<file path="config.mk">
export PLATFORM = sky130hd
export DESIGN_NAME = uart_tx_tick_flat
export DESIGN_NICKNAME = d
export VERILOG_FILES = /design/src/rtl/uart_tx_tick_if.sv /design/src/rtl/uart_tx_tick.sv /design/src/flat_wrapper.sv
export SDC_FILE = /design/constraint.sdc
export NUM_CORES = 1
export LEC_CHECK = 0
export CAP_MARGIN = 40
export CORE_AREA = 2 2 45 47
export CTS_CLUSTER_SIZE = 16
export DETAILED_ROUTE_END_ITERATION = 7
export DIE_AREA = 0 0 47 49
export PLACE_DENSITY = 0.86
export RECOVER_POWER = 50
export SLEW_MARGIN = 15
export SYNTH_ARGS = -nofsm -noshare
export SYNTH_HDL_FRONTEND = slang
export SYNTH_SLANG_ARGS = --single-unit
</file>
<file path="constraint.sdc">
create_clock -name i_clk -period 4.7 [get_ports i_clk]
set_clock_uncertainty 0.2 [all_clocks]
set_input_delay 0.94 -clock i_clk [delete_from_list [all_inputs] [get_ports i_clk]]
set_output_delay 0.94 -clock i_clk [all_outputs]
set_load 0.01 [all_outputs]
</file>
<file path="src/rtl/uart_tx_tick_if.sv">
// Handshake and serial-line bundle for uart_tx_tick.
// master = word source / line observer, slave = the transmitter.
interface uart_tx_tick_if #(
  parameter int unsigned DATA_BITS = 8
);
  logic                 i_tick;
  logic [DATA_BITS-1:0] i_data;
  logic                 i_valid;
  logic                 o_ready;
  logic                 o_tx;
  logic                 o_busy;
  logic                 o_done;

  modport master (
    output i_tick, i_data, i_valid,
    input  o_ready, o_tx, o_busy, o_done
  );

  modport slave (
    input  i_tick, i_data, i_valid,
    output o_ready, o_tx, o_busy, o_done
  );
endinterface

</file>
<file path="src/rtl/uart_tx_tick.sv">
// uart_tx_tick: UART-style serial transmitter.
// Bit timing comes from an external one-cycle tick (mod-k counter roll-over).
// It accepts one word per frame via valid/ready.
// The frame is shifted out as: start, data LSB-first, optional parity, stop bit(s).
// All outputs are registered, and the line only changes on the cycle after a tick.
module uart_tx_tick #(
  parameter int unsigned DATA_BITS  = 8,
  parameter int unsigned STOP_BITS  = 1,
  parameter int unsigned PARITY_EN  = 0,
  parameter int unsigned PARITY_ODD = 0
) (
  input logic           i_clk,
  input logic           i_reset,
  uart_tx_tick_if.slave bus
);

  localparam int unsigned      CNT_W     = $clog2(DATA_BITS);
  localparam logic [CNT_W-1:0] LAST_BIT  = CNT_W'(DATA_BITS - 1);
  localparam logic             LAST_STOP = 1'(STOP_BITS - 1);

  typedef enum logic [2:0] {
    IDLE,
    ALIGN,
    START,
    DATA,
    PARITY,
    STOP
  } state_t;

  state_t               state_q,    state_d;
  logic [DATA_BITS-1:0] shift_q,    shift_d;
  logic                 parity_q,   parity_d;
  logic [CNT_W-1:0]     bit_cnt_q,  bit_cnt_d;
  logic                 stop_cnt_q, stop_cnt_d;
  logic                 tx_q,       tx_d;
  logic                 ready_q,    ready_d;
  logic                 busy_q,     busy_d;
  logic                 done_q,     done_d;

  // Next-state and next-output logic; every transition except accept waits for a tick.
  always_comb begin
    state_d    = state_q;
    shift_d    = shift_q;
    parity_d   = parity_q;
    bit_cnt_d  = bit_cnt_q;
    stop_cnt_d = stop_cnt_q;
    tx_d       = tx_q;
    ready_d    = ready_q;
    busy_d     = busy_q;
    done_d     = 1'b0;

    case (state_q)
      IDLE: begin
        // A tick in the accept cycle is deliberately not acted on: ALIGN waits for the next one.
        if (bus.i_valid && ready_q) begin
          shift_d  = bus.i_data;
          parity_d = (^bus.i_data) ^ (PARITY_ODD != 0);
          ready_d  = 1'b0;
          busy_d   = 1'b1;
          state_d  = ALIGN;
        end
      end
      ALIGN: begin
        if (bus.i_tick) begin
          tx_d    = 1'b0;
          state_d = START;
        end
      end
      START: begin
        if (bus.i_tick) begin
          tx_d      = shift_q[0];
          bit_cnt_d = '0;
          state_d   = DATA;
        end
      end
      DATA: begin
        if (bus.i_tick) begin
          if (bit_cnt_q == LAST_BIT) begin
            stop_cnt_d = 1'b0;
            if (PARITY_EN != 0) begin
              tx_d    = parity_q;
              state_d = PARITY;
            end else begin
              tx_d    = 1'b1;
              state_d = STOP;
            end
          end else begin
            // The line already shows shift_q[0], so bit 1 is the one that goes out next.
            tx_d      = shift_q[1];
            shift_d   = shift_q >> 1;
            bit_cnt_d = bit_cnt_q + 1'b1;
          end
        end
      end
      PARITY: begin
        if (bus.i_tick) begin
          tx_d       = 1'b1;
          stop_cnt_d = 1'b0;
          state_d    = STOP;
        end
      end
      STOP: begin
        if (bus.i_tick) begin
          if (stop_cnt_q == LAST_STOP) begin
            done_d  = 1'b1;
            busy_d  = 1'b0;
            ready_d = 1'b1;
            state_d = IDLE;
          end else begin
            stop_cnt_d = stop_cnt_q + 1'b1;
          end
        end
      end
      default: begin
        tx_d    = 1'b1;
        ready_d = 1'b1;
        busy_d  = 1'b0;
        state_d = IDLE;
      end
    endcase
  end

  // State and registered outputs; synchronous reset drops any frame in flight.
  always_ff @(posedge i_clk) begin
    if (i_reset) begin
      state_q    <= IDLE;
      shift_q    <= '0;
      parity_q   <= 1'b0;
      bit_cnt_q  <= '0;
      stop_cnt_q <= 1'b0;
      tx_q       <= 1'b1;
      ready_q    <= 1'b1;
      busy_q     <= 1'b0;
      done_q     <= 1'b0;
    end else begin
      state_q    <= state_d;
      shift_q    <= shift_d;
      parity_q   <= parity_d;
      bit_cnt_q  <= bit_cnt_d;
      stop_cnt_q <= stop_cnt_d;
      tx_q       <= tx_d;
      ready_q    <= ready_d;
      busy_q     <= busy_d;
      done_q     <= done_d;
    end
  end

  assign bus.o_tx    = tx_q;
  assign bus.o_ready = ready_q;
  assign bus.o_busy  = busy_q;
  assign bus.o_done  = done_q;

endmodule

</file>
<file path="src/flat_wrapper.sv">
// flat-port wrapper written by rule: the top's interface ports become plain ports
module uart_tx_tick_flat 
#(
  parameter int unsigned DATA_BITS  = 8,
  parameter int unsigned STOP_BITS  = 1,
  parameter int unsigned PARITY_EN  = 0,
  parameter int unsigned PARITY_ODD = 0
)
  (i_clk, i_reset, bus_i_tick, bus_i_data, bus_i_valid, bus_o_ready, bus_o_tx, bus_o_busy, bus_o_done);
  uart_tx_tick_if #(.DATA_BITS(DATA_BITS)) bus_i ();
  input logic i_clk;
  input logic i_reset;
  input wire logic [$bits(bus_i.i_tick)-1:0] bus_i_tick;
  input wire logic [$bits(bus_i.i_data)-1:0] bus_i_data;
  input wire logic [$bits(bus_i.i_valid)-1:0] bus_i_valid;
  output wire logic [$bits(bus_i.o_ready)-1:0] bus_o_ready;
  output wire logic [$bits(bus_i.o_tx)-1:0] bus_o_tx;
  output wire logic [$bits(bus_i.o_busy)-1:0] bus_o_busy;
  output wire logic [$bits(bus_i.o_done)-1:0] bus_o_done;
  assign bus_i.i_tick = bus_i_tick;
  assign bus_i.i_data = bus_i_data;
  assign bus_i.i_valid = bus_i_valid;
  assign bus_o_ready = bus_i.o_ready;
  assign bus_o_tx = bus_i.o_tx;
  assign bus_o_busy = bus_i.o_busy;
  assign bus_o_done = bus_i.o_done;
  uart_tx_tick #(.DATA_BITS(DATA_BITS), .STOP_BITS(STOP_BITS), .PARITY_EN(PARITY_EN), .PARITY_ODD(PARITY_ODD)) u_core (.i_clk(i_clk), .i_reset(i_reset), .bus(bus_i));
endmodule
</file>
==> results.toml <==
[run_status]
status = "finished clean"

[placement]
place_congestion = 0.763
portBuffers = 15
dp_hpwl_mm = 1.29

[sta]
fin_crit_sh = 0.589
setup_tns_ns = 0
min_period_ns = 2.77
worstMarginPinSlew_ns = 0.766
slew_viol_final = 0
slew_headroom = 0.488
finalHoldViolations = 0
holdWs_ns = 0.267
rsz0062_at_grt = "no"
final-setup-viol-count = 0
max_freq_ghz = 0.361

[worst_setup_path]
crit_path_top_delay_cell = "dlygate4sd3_1"
crit_path_end_kind = "flop"
r2r_end = "u_core.shift_q[0]"
cp-start-kind = "input pin"
cp.required_ns = 4.64
crit_chain = "dlygate4sd3_1 > nand2_2 > nor3_4 > or2_1 > a311oi_2"
path_max_fanout = 10
reg2reg_setup_slack_ns = 2.64
slowest_delay_ns = 0.72
r2r_cells = 5
critPathKind = "in -> reg"
arrival_ns = 2.71
r2r-start = "u_core.bit_cnt_q[0]"

[drt]
wl_mm = 1.80
dr.first_iter.drc_count = 23
final_antenna_net_count = 0
num_vias = 828
avgRoutedWirePerCell_um = 12.2
via_per_inst = 5.63
drt-pass1-iter-count = 4
drcViolationCount = 0

[hold_path]
worstHoldStart = "u_core.bit_cnt_q[1]"
min_path_type = "reg -> reg"
min_delay_worst_endpoint = "u_core.bit_cnt_q[1]"
whs_path_depth = 2

[yosys]
synth_common_cells = "nand2_1, dfxtp_1, nor3_1"
yosysUniqueCellTypes = 34
async_reset_ff_frac = 0
synth_area_per_cell_um2 = 8.64
synth_top_area_frac = 0.379
synth-seq-cells = 18
yosys.cell_count.top_type = "nand2_1"
ys_seq_area_frac = 0.379
synth_area_leaders = "dfxtp_1, a311oi_2, nand2_1"
synth_flop_cell = "dfxtp_1"
yosys_warnings = 0
syn-num-nets = 124
syn_area_um2 = 951
synth_top_area_cell = "dfxtp_1"
synth_edf_count = 0
postSynthCellCount = 110

[cells_and_area]
num_antenna_cells = 0
syn2layout_area_growth_pct = 17.5
fin_util = 0.607
nets = 136
drive_gt1_frac = 0.125

[floorplan]
ios = 16
fp.dieH_um = 49
die_area_um2 = 2300
die_w_um = 47
coreArea_um2 = 1840
start_util = 0.516
rows = 16

[grt]
grt_pass1_vias = 747
grt_pass1_wl_mm = 2.96
gr-total-overflow = 0
grt_max_degree = 19
grt_usage = 0.170
antenna_found_initial = 0

[power]
p_leak_nw = 0.404
power.density_nw_per_um2 = 293
vdd_drop_max_v = 0.000159

[run]
maxCapViolations = 0

[clock_tree]
path_clk_slew_ns = 0.10
ctsResizeCount = 0
cts.sinks = 18
cts-root-buf = "clkbuf_4"
cts_setup_buffers = 0
cts_tree = "built"
numCtsBuffers = 3
cts_hold_buffers = 0
clock_path_buffers = 2
h-tree-depth = 1
insertion_delay_ns = 0.28
[per-layer routing]
metal | routed length [um] | share of wire | up-vias | global-route usage
met3 | 65 | 0.036 | 2 | 0.0333
li1 | - | - | 415 | -
met2 | 873 | 0.49 | 18 | 0.260
met1 | 842 | 0.47 | 393 | 0.225
met5 | 0 | 0 | - | 0
met4 | 13 | 0.0072 | 0 | 0.0741
[critical path: cells and delay by family]
kind | cells | cell delay, ns
AOI/OAI and AO/OA | 1 | 0.16
buffers and inverters | 1 | 0.72
and+or+nand+nor | 3 | 0.89
[how the worst max path moves through the flow]
stage,from,slack [ns],cells after the start,endpoint
4_1_cts,bus_i_tick,2.01,5,u_core.shift_q[0]
3_5_place_dp,bus_i_tick,1.71,5,u_core.shift_q[5]
2_1_floorplan,bus_i_tick,2.56,6,u_core.shift_q[0]
5_1_grt,bus_i_tick,1.86,5,u_core.shift_q[3]
6_report,bus_i_tick,1.93,5,u_core.shift_q[0]
3_3_place_gp,bus_i_tick,1.77,5,u_core.shift_q[6]
[cell usage in the layout (no fill, tap or decap)]
master	Yosys	layout
nand2_1	20	20
dfxtp_1	18	18
clkdlybuf4s50_1	0	10
nor3_1	8	8
a21oi_1	7	7
a311oi_2	7	7
nor2_1	6	6
dlygate4sd3_1	0	5
o21ai_0	4	4
o21bai_1	3	3
clkbuf_4	0	3
a211oi_1	2	2
nand3_1	2	2
nor4_1	2	2
nor2b_1	2	2
ha_1	2	2
nand2_2	1	1
a211o_1	1	1
and2b_1	1	1
and2_1	1	1
a21o_1	1	1
nand2b_2	1	1
nor3_4	1	1
mux2i_1	1	1
or2_1	1	1
o31ai_1	1	1
inv_1	1	1
mux2_2	1	1
and4_1	1	1
nand3b_1	1	1
nand2b_1	1	1
a22oi_1	1	1
and3b_1	1	1
nand4b_1	1	1
buf_4	2	1
[state kept, by name (all words and copies together) (netlist names)]
register and count:
u_core.bus.o_busy 1, u_core.bus.o_done 1, u_core.shift_q 8, u_core.state_q 3
u_core.bus.o_tx 1, u_core.bit_cnt_q 3, u_core.bus.o_ready 1
[final cells by class]
cell class,count,area [um2]
fillers,174,724
multi-input cells,82,539
flip-flops and latches,18,360
repair buffers,16,158
well taps,27,33.8
clock buffers,3,22.5
inverters,1,3.75
[metrics by stage]
stage / power, mW / std cells / cell area, um2 / setup slack (ns)
2_1_floorplan: 0.237 / 110 / 951 / 2.56
5_1_grt: 0.344 / 147 / 1120 / 1.86
6_report: 0.327 / 147 / 1120 / 1.93
3_5_place_dp: 0.258 / 144 / 1090 / 1.71
4_1_cts: 0.330 / 147 / 1120 / 2.01
3_3_place_gp: 0.255 / 144 / 1090 / 1.77
[report_power, final]
group | internal, mW | leakage, nW | switching [mW]
sequential | 0.166 | 0.148 | 0.0135
combinational | 0.0383 | 0.243 | 0.0360
clock | 0.0297 | 0.0138 | 0.0438
total | 0.234 | 0.404 | 0.0933
[cell families (layout without fill, tap and decap cells)]
group / Yosys count / after routing / synth area share
buffers and inverters: 10 / 20 / 0.0539
AO/OA/AOI/OAI: 27 / 27 / 0.241
multiplexers: 2 / 2 / 0.0224
AND/OR/NAND/NOR: 51 / 51 / 0.278
flip-flops: 18 / 18 / 0.379
adder cells (fa/ha/maj): 2 / 2 / 0.0263
No activity file was read; power rests on OpenSTA's default activity.
